<file path="src/rtl/tim_pkg.sv">
// tim_pkg: shared timer constants and PWM generator state type
package tim_pkg;
  localparam int TIM_W = 4;
  localparam int TIM_MAX = 2 ** TIM_W - 1;
  typedef enum logic [1:0] {IDLE, ARMED, RUN, DRAIN} state_e;
endpackage

</file>
<file path="src/rtl/tim_pwm_shadow.sv">
// tim_pwm_shadow: double-buffered duty register committed on load strobes
module tim_pwm_shadow
  import tim_pkg::*;
#(
  parameter int W = TIM_W
) (
  input  logic         clk,
  input  logic         rst,
  input  logic         wr,
  input  logic [W:0]   duty_in,
  input  logic         load,
  output logic [W:0]   duty_act,
  output logic         upd
);
  logic [W:0] duty_sh_q, duty_sh_d, duty_act_q, duty_act_d;
  logic       pend_q, pend_d, upd_q, upd_d;
  always_comb begin
    duty_sh_d  = wr ? duty_in : duty_sh_q;
    duty_act_d = load ? duty_sh_q : duty_act_q;
    upd_d      = load && pend_q;
    pend_d     = wr || (pend_q && !load);
  end
  always_ff @(posedge clk) begin
    if (rst) begin
      duty_sh_q  <= '0;
      duty_act_q <= '0;
      pend_q     <= 1'b0;
      upd_q      <= 1'b0;
    end else begin
      duty_sh_q  <= duty_sh_d;
      duty_act_q <= duty_act_d;
      pend_q     <= pend_d;
      upd_q      <= upd_d;
    end
  end
  assign duty_act = duty_act_q;
  assign upd      = upd_q;
endmodule

</file>
<file path="src/rtl/tim_pwm.sv">
// tim_pwm: PWM generator on an upstream timer with buffered duty and one-shot mode
module tim_pwm
  import tim_pkg::*;
#(
  parameter int W  = TIM_W,
  parameter int CW = 8
) (
  input  logic          clk,
  input  logic          rst,
  input  logic          tim_en,
  input  logic [W-1:0]  tim,
  input  logic          cfg_wr,
  input  logic [W:0]    cfg_duty,
  input  logic          cfg_oneshot,
  input  logic [CW-1:0] cfg_nper,
  input  logic          start,
  input  logic          stop,
  output logic          pwm,
  output logic          busy,
  output logic          prd,
  output logic          upd,
  output logic          done
);
  state_e        state_q, state_d;
  logic [CW-1:0] nper_q, nper_d, left_q, left_d;
  logic          mode_q, mode_d, pwm_q, pwm_d, prd_q, prd_d, done_q, done_d;
  logic          bnd, load;
  logic [W:0]    duty_act;
  assign bnd = tim_en && (&tim);
  tim_pwm_shadow #(.W(W)) u_shadow (
    .clk      (clk),
    .rst      (rst),
    .wr       (cfg_wr),
    .duty_in  (cfg_duty),
    .load     (load),
    .duty_act (duty_act),
    .upd      (upd)
  );
  always_comb begin
    state_d = state_q;
    nper_d  = nper_q;
    left_d  = left_q;
    mode_d  = mode_q;
    load    = 1'b0;
    prd_d   = 1'b0;
    done_d  = 1'b0;
    pwm_d   = (state_q == RUN || state_q == DRAIN) && ({1'b0, tim} < duty_act);
    case (state_q)
      IDLE: if (start && !stop) begin
        state_d = ARMED;
        mode_d  = cfg_oneshot;
        nper_d  = cfg_nper == '0 ? CW'(1) : cfg_nper;
      end
      ARMED: if (stop) state_d = IDLE;
      else if (bnd) begin
        state_d = RUN;
        load    = 1'b1;
        left_d  = nper_q;
      end
      RUN: if (bnd) begin
        prd_d = 1'b1;
        load  = 1'b1;
        if (mode_q && left_q == CW'(1)) begin
          state_d = IDLE;
          done_d  = 1'b1;
        end else begin
          left_d  = mode_q ? left_q - CW'(1) : left_q;
          state_d = stop ? DRAIN : RUN;
        end
      end else if (stop) state_d = DRAIN;
      default: if (bnd) begin
        state_d = IDLE;
        prd_d   = 1'b1;
        done_d  = 1'b1;
      end
    endcase
  end
  always_ff @(posedge clk) begin
    if (rst) begin
      state_q <= IDLE;
      nper_q  <= '0;
      left_q  <= '0;
      mode_q  <= 1'b0;
      pwm_q   <= 1'b0;
      prd_q   <= 1'b0;
      done_q  <= 1'b0;
    end else begin
      state_q <= state_d;
      nper_q  <= nper_d;
      left_q  <= left_d;
      mode_q  <= mode_d;
      pwm_q   <= pwm_d;
      prd_q   <= prd_d;
      done_q  <= done_d;
    end
  end
  assign pwm  = pwm_q;
  assign busy = state_q != IDLE;
  assign prd  = prd_q;
  assign done = done_q;
endmodule

</file>
<file path="config.mk">
export PLATFORM = sky130hd
export DESIGN_NAME = tim_pwm
export DESIGN_NICKNAME = d
export VERILOG_FILES = /design/src/rtl/tim_pkg.sv /design/src/rtl/tim_pwm_shadow.sv /design/src/rtl/tim_pwm.sv
export SDC_FILE = /design/constraint.sdc
export NUM_CORES = 1
export LEC_CHECK = 0
export BUFFER_PORTS_ARGS = -buffer_cell sky130_fd_sc_hd__buf_4
export CAP_MARGIN = 15
export CORE_MARGIN = 4
export CORE_UTILIZATION = 55
export DETAILED_ROUTE_END_ITERATION = 7
export GPL_TIMING_DRIVEN = 0
export HOLD_SLACK_MARGIN = 0.12
export PLACE_DENSITY_LB_ADDON = 0.08
export SYNTH_ARGS = -nofsm -noshare
export SYNTH_HDL_FRONTEND = slang
export SYNTH_HIERARCHICAL = 1
export SYNTH_SLANG_ARGS = --single-unit
export TNS_END_PERCENT = 1
</file>
<file path="constraint.sdc">
create_clock -name clk -period 2.55 [get_ports clk]
set_input_delay 0.51 -clock clk [delete_from_list [all_inputs] [get_ports clk]]
set_output_delay 0.51 -clock clk [all_outputs]
set_load 0.02 [all_outputs]
</file>
==> results.ini, run 1 <==
[synthesis]
synth_fa_ha_area_frac = 0.0729
synthArstFlopShare = 0
avgSynthCellArea_um2 = 8.50
synth_xor_area_frac = 0.00510
yosys.area.top_type_share = 0.397
synth_largest_area_cell = dfxtp_1
postSynthNetCount = 236
synth_edf_count = 0
synthMuxAreaShare = 0.0700
ys_ff_latch = 34
synth_top_family_by_area = simple AND/OR/NAND/NOR gates
yosys.area_share.simple = 0.219
seq_area_frac_synth = 0.397
netlist_area_um2 = 1720
synthCells = 202
synth-main-ff-cell = dfxtp_1
synth_compound_area_frac = 0.176
synth_cell_types = 43
synth_area_leaders = dfxtp_1 40%, ha_1 7.3%, mux2i_1 7.0%, a21oi_1 6.1%, nand2_1 5.2%
yosysWarnings = 6

[global_routing]
grt_pass1_vias = 1488
grt_usage = 0.206
antenna_found_initial = 0
grt_max_degree = 11
grt_first_pass_wirelength_mm = 6.60
grt_overflow = 0

[power_and_ir_drop]
internal-power_uw = 728
p_sw_uw = 243
p_clk_frac = 0.301
vdd_drop_max_mv = 0.305
combPwrFrac = 0.125
sequentialPowerShare = 0.575
swShare = 0.250
powerDensity_nw_per_um2 = 479
power.leakage_uw = 0.000851

[hold_path]
min-delay-start = rst
hold_class = input port to register

[critical_path]
required_ns = 2.82
worst-setup-path-type = register to register
worst-path-max-fanout = 10
startpoint_type = register
crit_arrival_ns = 2.54
crit_start = state_q[0]
reg2reg_slack_ns = 0.28
r2r_start = state_q[0]
critPathCaptureType = register

[layout]
drive_gt1_frac = 0.196
nets = 270
num_antenna_cells = 0
final_common_cell = dfxtp_1
area_delta_synth_final_pct = 18.0
layout.cells.non_filler = 279
final_cell_mix = 34 x dfxtp_1, 29 x buf_4, 24 x nor2_1, 24 x nand2_1, 21 x a21oi_1

[detailed_routing]
routed_wl_mm = 3.79
route.detailed.drc = 0
routedWlPerCell_um = 13.6
dr_total_vias = 1547
ant_nets = 0
drt-initial-drc-count = 106
via_per_inst = 5.54
dr.pass1.iters = 5

[clock_network]
ctsHoldBuffers = 0
cts_tree = done
cts_resized = 0
numCtsBuffers = 5
cts.clk_slew.worst_paths_ns = 0.10
clockRootBuffer = clkbuf_4
post_cts_buffers = 0
insertion_delay_ns = 0.33
clock_sinks = 34
cts.path.max_buffers = 2
cts_max_level = 2

[floorplan]
fp.dieH_um = 63.9
ios = 29
core-area_um2 = 3030
rows = 20
dieWidth_um = 63.9
start_util = 0.567
die-area_um2 = 4080

[run]
drv_cap = 0

[sta]
grt_setup_unrepaired = no
fin_crit_ns = 2.27
clock.fmax_mhz = 440
final_hold_viol_count = 0
setup_viol = 0
setup_tns_ns = 0
min_period_over_period = 0.890
slew-limit-headroom = 0.447
tightest_slew_ns = 0.822
fin_skew_ns = 0.0105
maxSlewViolCount = 0

[place]
place_hpwl_mm = 2.88
dp.cells = 273
place.port_buffers = 27
gp_congestion = 0.872

[outcome]
status = completed

## registers in the layout (all words and copies together) (netlist names)
name / cells
left_q: 8
nper_q: 8
u_shadow/duty_act: 5
u_shadow/duty_sh_q: 5
state_q: 2
done: 1
mode_q: 1
prd: 1
pwm: 1
u_shadow/pend_q: 1
u_shadow/upd: 1
## worst paths after layout
path                endpoint  cells past startpoint
min reg2reg        nper_q[1]                      2
max                left_q[6]                      9
max reg2reg        left_q[6]                      9
min          u_shadow/pend_q                      2
## worst max-delay path, stage by stage (launching register included)
cell      delay (ns)
dfxtp_1         0.43
inv_1           0.09
ha_1            0.20
buf_2           0.18
nor2b_1         0.15
a211oi_1        0.36
nand3_1         0.21
buf_4           0.22
a211o_1         0.23
a21oi_1         0.12
## synth_stat cells (all sizes together), types with 3 or more instances
| library cell | instances |
|---|---|
| mux2i | 12 |
| ha | 10 |
| inv | 13 |
| nor4 | 3 |
| a21oi | 22 |
| nand3 | 6 |
| nor2 | 24 |
| a21o | 3 |
| buf | 5 |
| clkbuf | 5 |
| dfxtp | 34 |
| nand2 | 24 |
| nor3 | 5 |
| and3 | 3 |
## metrics by stage
stage	total power [uW]	hold WS (ns)	worst slack, ns	area [um2]	utilization
2_1_floorplan	636	0.437	0.666	1720	-
3_3_place_gp	685	0.447	0.402	1970	0.652
3_5_place_dp	690	0.453	0.371	1970	0.652
4_1_cts	981	0.372	0.329	2030	0.669
5_1_grt	1030	0.343	0.126	2030	0.669
6_report	971	0.376	0.280	2030	0.669
## power by group through the flow
stage | Combinational (uW) | Sequential [uW] | Clock (uW)
3_5_place_dp | 120 | 570 | 0
5_1_grt | 134 | 560 | 340
4_1_cts | 121 | 558 | 302
2_1_floorplan | 69.3 | 567 | 0
3_3_place_gp | 116 | 569 | 0
6_report | 121 | 558 | 292
## routing by layer
metal | share of wire | GRT usage
met1 | 0.47 | 0.272
met2 | 0.45 | 0.317
met3 | 0.057 | 0.0721
met4 | 0.016 | 0.0566
met5 | 0 | 0
## cells by family (layout without fill, tap and decap cells)
group / Yosys count / in the layout
flops: 34 / 34
xor+xnor: 1 / 1
fa+ha+maj: 10 / 10
buf+inv: 23 / 56
compound gates: 44 / 44
mux: 12 / 12
simple gates: 78 / 78
## area by class of cell
type | count | area (um2)
Fill cell | 244 | 1000
Multi-Input combinational cell | 145 | 932
Sequential cell | 34 | 681
Buffer | 10 | 55.1
Inverter | 13 | 48.8
Timing Repair Buffer | 27 | 203
Tap cell | 44 | 55.1
Clock buffer | 6 | 51.3
(Power assumes the default switching activity.)
==> run 2: changes to the inputs <==
Settings changed: MAX_ROUTING_LAYER set to met4.
==> results.ini, run 2 (synthesis results as in run 1) <==
[outcome]
status = completed  ; unchanged

[clock_network]
numCtsBuffers = 5  ; unchanged
post_cts_buffers = 0  ; unchanged
cts_tree = done  ; unchanged
cts_resized = 0  ; unchanged
cts.path.max_buffers = 2  ; unchanged
clockRootBuffer = clkbuf_4  ; unchanged
insertion_delay_ns = 0.33  ; about the same
cts.clk_slew.worst_paths_ns = 0.10  ; about the same
cts_max_level = 2  ; unchanged
clock_sinks = 34  ; unchanged
ctsHoldBuffers = 0  ; unchanged

[sta]
slew-limit-headroom = 0.444  ; was 0.447
final_hold_viol_count = 0  ; unchanged
setup_tns_ns = 0  ; unchanged
tightest_slew_ns = 0.826  ; was 0.822 ns
fin_crit_ns = 2.26  ; was 2.27 ns
setup_viol = 0  ; unchanged
clock.fmax_mhz = 443  ; was 440 MHz
fin_skew_ns = 0.0117  ; was 0.0105 ns
grt_setup_unrepaired = no  ; unchanged
min_period_over_period = 0.885  ; was 0.890
maxSlewViolCount = 0  ; unchanged

[global_routing]
grt_overflow = 0  ; unchanged
grt_max_degree = 11  ; unchanged
grt_usage = 0.211  ; was 0.206
grt_pass1_vias = 1487  ; was 1488
grt_first_pass_wirelength_mm = 6.60  ; unchanged
antenna_found_initial = 0  ; unchanged

[hold_path]
min-delay-start = rst  ; unchanged
hold_class = input port to register  ; unchanged
hold_end = u_shadow/pend_q  ; unchanged
holdPathStages = 2  ; unchanged

[layout]
final_util = 0.669  ; unchanged
nets = 270  ; unchanged
area_delta_synth_final_pct = 18.0  ; unchanged
final_common_cell = dfxtp_1  ; unchanged
num_antenna_cells = 0  ; unchanged
nFillCells = 244  ; unchanged
reg_top3 = left_q x8, nper_q x8  ; unchanged
drive_gt1_frac = 0.196  ; unchanged
final_cell_mix = 34 x dfxtp_1, 29 x buf_4, 24 x nor2_1, 24 x nand2_1, 21 x a21oi_1  ; unchanged

[critical_path]
path_cells = inv_1, ha_1, buf_2, nor2b_1, a211oi_1, nand3_1, buf_4, a211o_1, a21oi_1  ; unchanged
critPathSlowestCell = dfxtp_1  ; unchanged
required_ns = 2.82  ; about the same
r2r_start = state_q[0]  ; unchanged
worst-path-max-fanout = 10  ; unchanged
crit_path_max_incr_delay_ns = 0.43  ; about the same
reg2reg_slack_ns = 0.29  ; was 0.28 ns
worst-setup-path-type = register to register  ; unchanged
startpoint_type = register  ; unchanged
crit_arrival_ns = 2.53  ; was 2.54 ns
critPathCaptureType = register  ; unchanged
reg2reg_to = left_q[6]  ; unchanged
rr_worst_depth = 9  ; unchanged

[power_and_ir_drop]
p_clk_frac = 0.301  ; about the same
vdd_drop_max_mv = 0.305  ; about the same
swShare = 0.251  ; was 0.250
powerDensity_nw_per_um2 = 479  ; about the same
combPwrFrac = 0.124  ; was 0.125
sequentialPowerShare = 0.574  ; was 0.575
power.leakage_uw = 0.000851  ; unchanged
total_power_uw = 971  ; about the same
p_sw_uw = 244  ; was 243 uW
internal-power_uw = 728  ; about the same

[detailed_routing]
via_per_inst = 5.54  ; about the same
drt-initial-drc-count = 78  ; was 106
dr_total_vias = 1545  ; was 1547
dr.pass1.iters = 5  ; unchanged
routedWlPerCell_um = 13.5  ; was 13.6 um
route.detailed.drc = 0  ; unchanged
routed_wl_mm = 3.78  ; was 3.79 mm
ant_nets = 0  ; unchanged

[floorplan]
ios = 29  ; unchanged
fp.dieH_um = 63.9  ; unchanged
die-area_um2 = 4080  ; unchanged
rows = 20  ; unchanged
dieWidth_um = 63.9  ; unchanged
core-area_um2 = 3030  ; unchanged
start_util = 0.567  ; unchanged

[place]
place_hpwl_mm = 2.88  ; unchanged
gp_congestion = 0.886  ; was 0.872
place.port_buffers = 27  ; unchanged

[run]
drv_cap = 0  ; unchanged

-- run 2: worst max-delay path: cells and delay by family, from the launching register on --
family,cells,cell delay (ns)
compound gates,3,0.71
fa+ha+maj,1,0.20
buf+inv,3,0.49
flops,1,0.43
simple gates,2,0.36
-- run 2: per-layer routing --
metal	up-vias	GRT usage	wire, um
met1	702	0.273	1730
met2	59	0.317	1730
li1	772	-	-
met5	-	-	0
met3	12	0.0650	254
met4	0	0.0566	57
-- run 2: worst max path at each step --
stage	cells past startpoint	end	start	slack [ns]
2_1_floorplan	9	left_q[6]	state_q[0]	0.67
3_3_place_gp	9	left_q[6]	state_q[0]	0.40
3_5_place_dp	9	left_q[6]	state_q[0]	0.37
4_1_cts	9	left_q[6]	state_q[0]	0.33
5_1_grt	9	left_q[6]	state_q[0]	0.13
6_report	9	left_q[6]	state_q[0]	0.29
-- run 2: power groups by stage --
stage	clock network, uW	registers (uW)	logic [uW]
floorplan	0	567	69.3
detailed placement	0	570	120
global route	338	560	134
CTS	302	558	121
global placement	0	569	116
finish	293	558	121
-- run 2: layout make-up --
class,count,area (um2),area share
inverter,13,48.8,0.0241
clock buffer,6,51.3,0.0253
sequential,34,681,0.336
multi-input combinational,145,932,0.460
tap,44,55.1,0.0272
timing repair buffer,27,203,0.100
buffer,10,55.1,0.0272
-- run 2: through the flow --
step	hold WS [ns]	setup slack [ns]	cells	area [um2]
2_1_floorplan	0.437	0.666	202	1720
3_3_place_gp	0.447	0.402	273	1970
3_5_place_dp	0.453	0.371	273	1970
4_1_cts	0.372	0.329	279	2030
5_1_grt	0.347	0.126	279	2030
6_report	0.376	0.292	279	2030
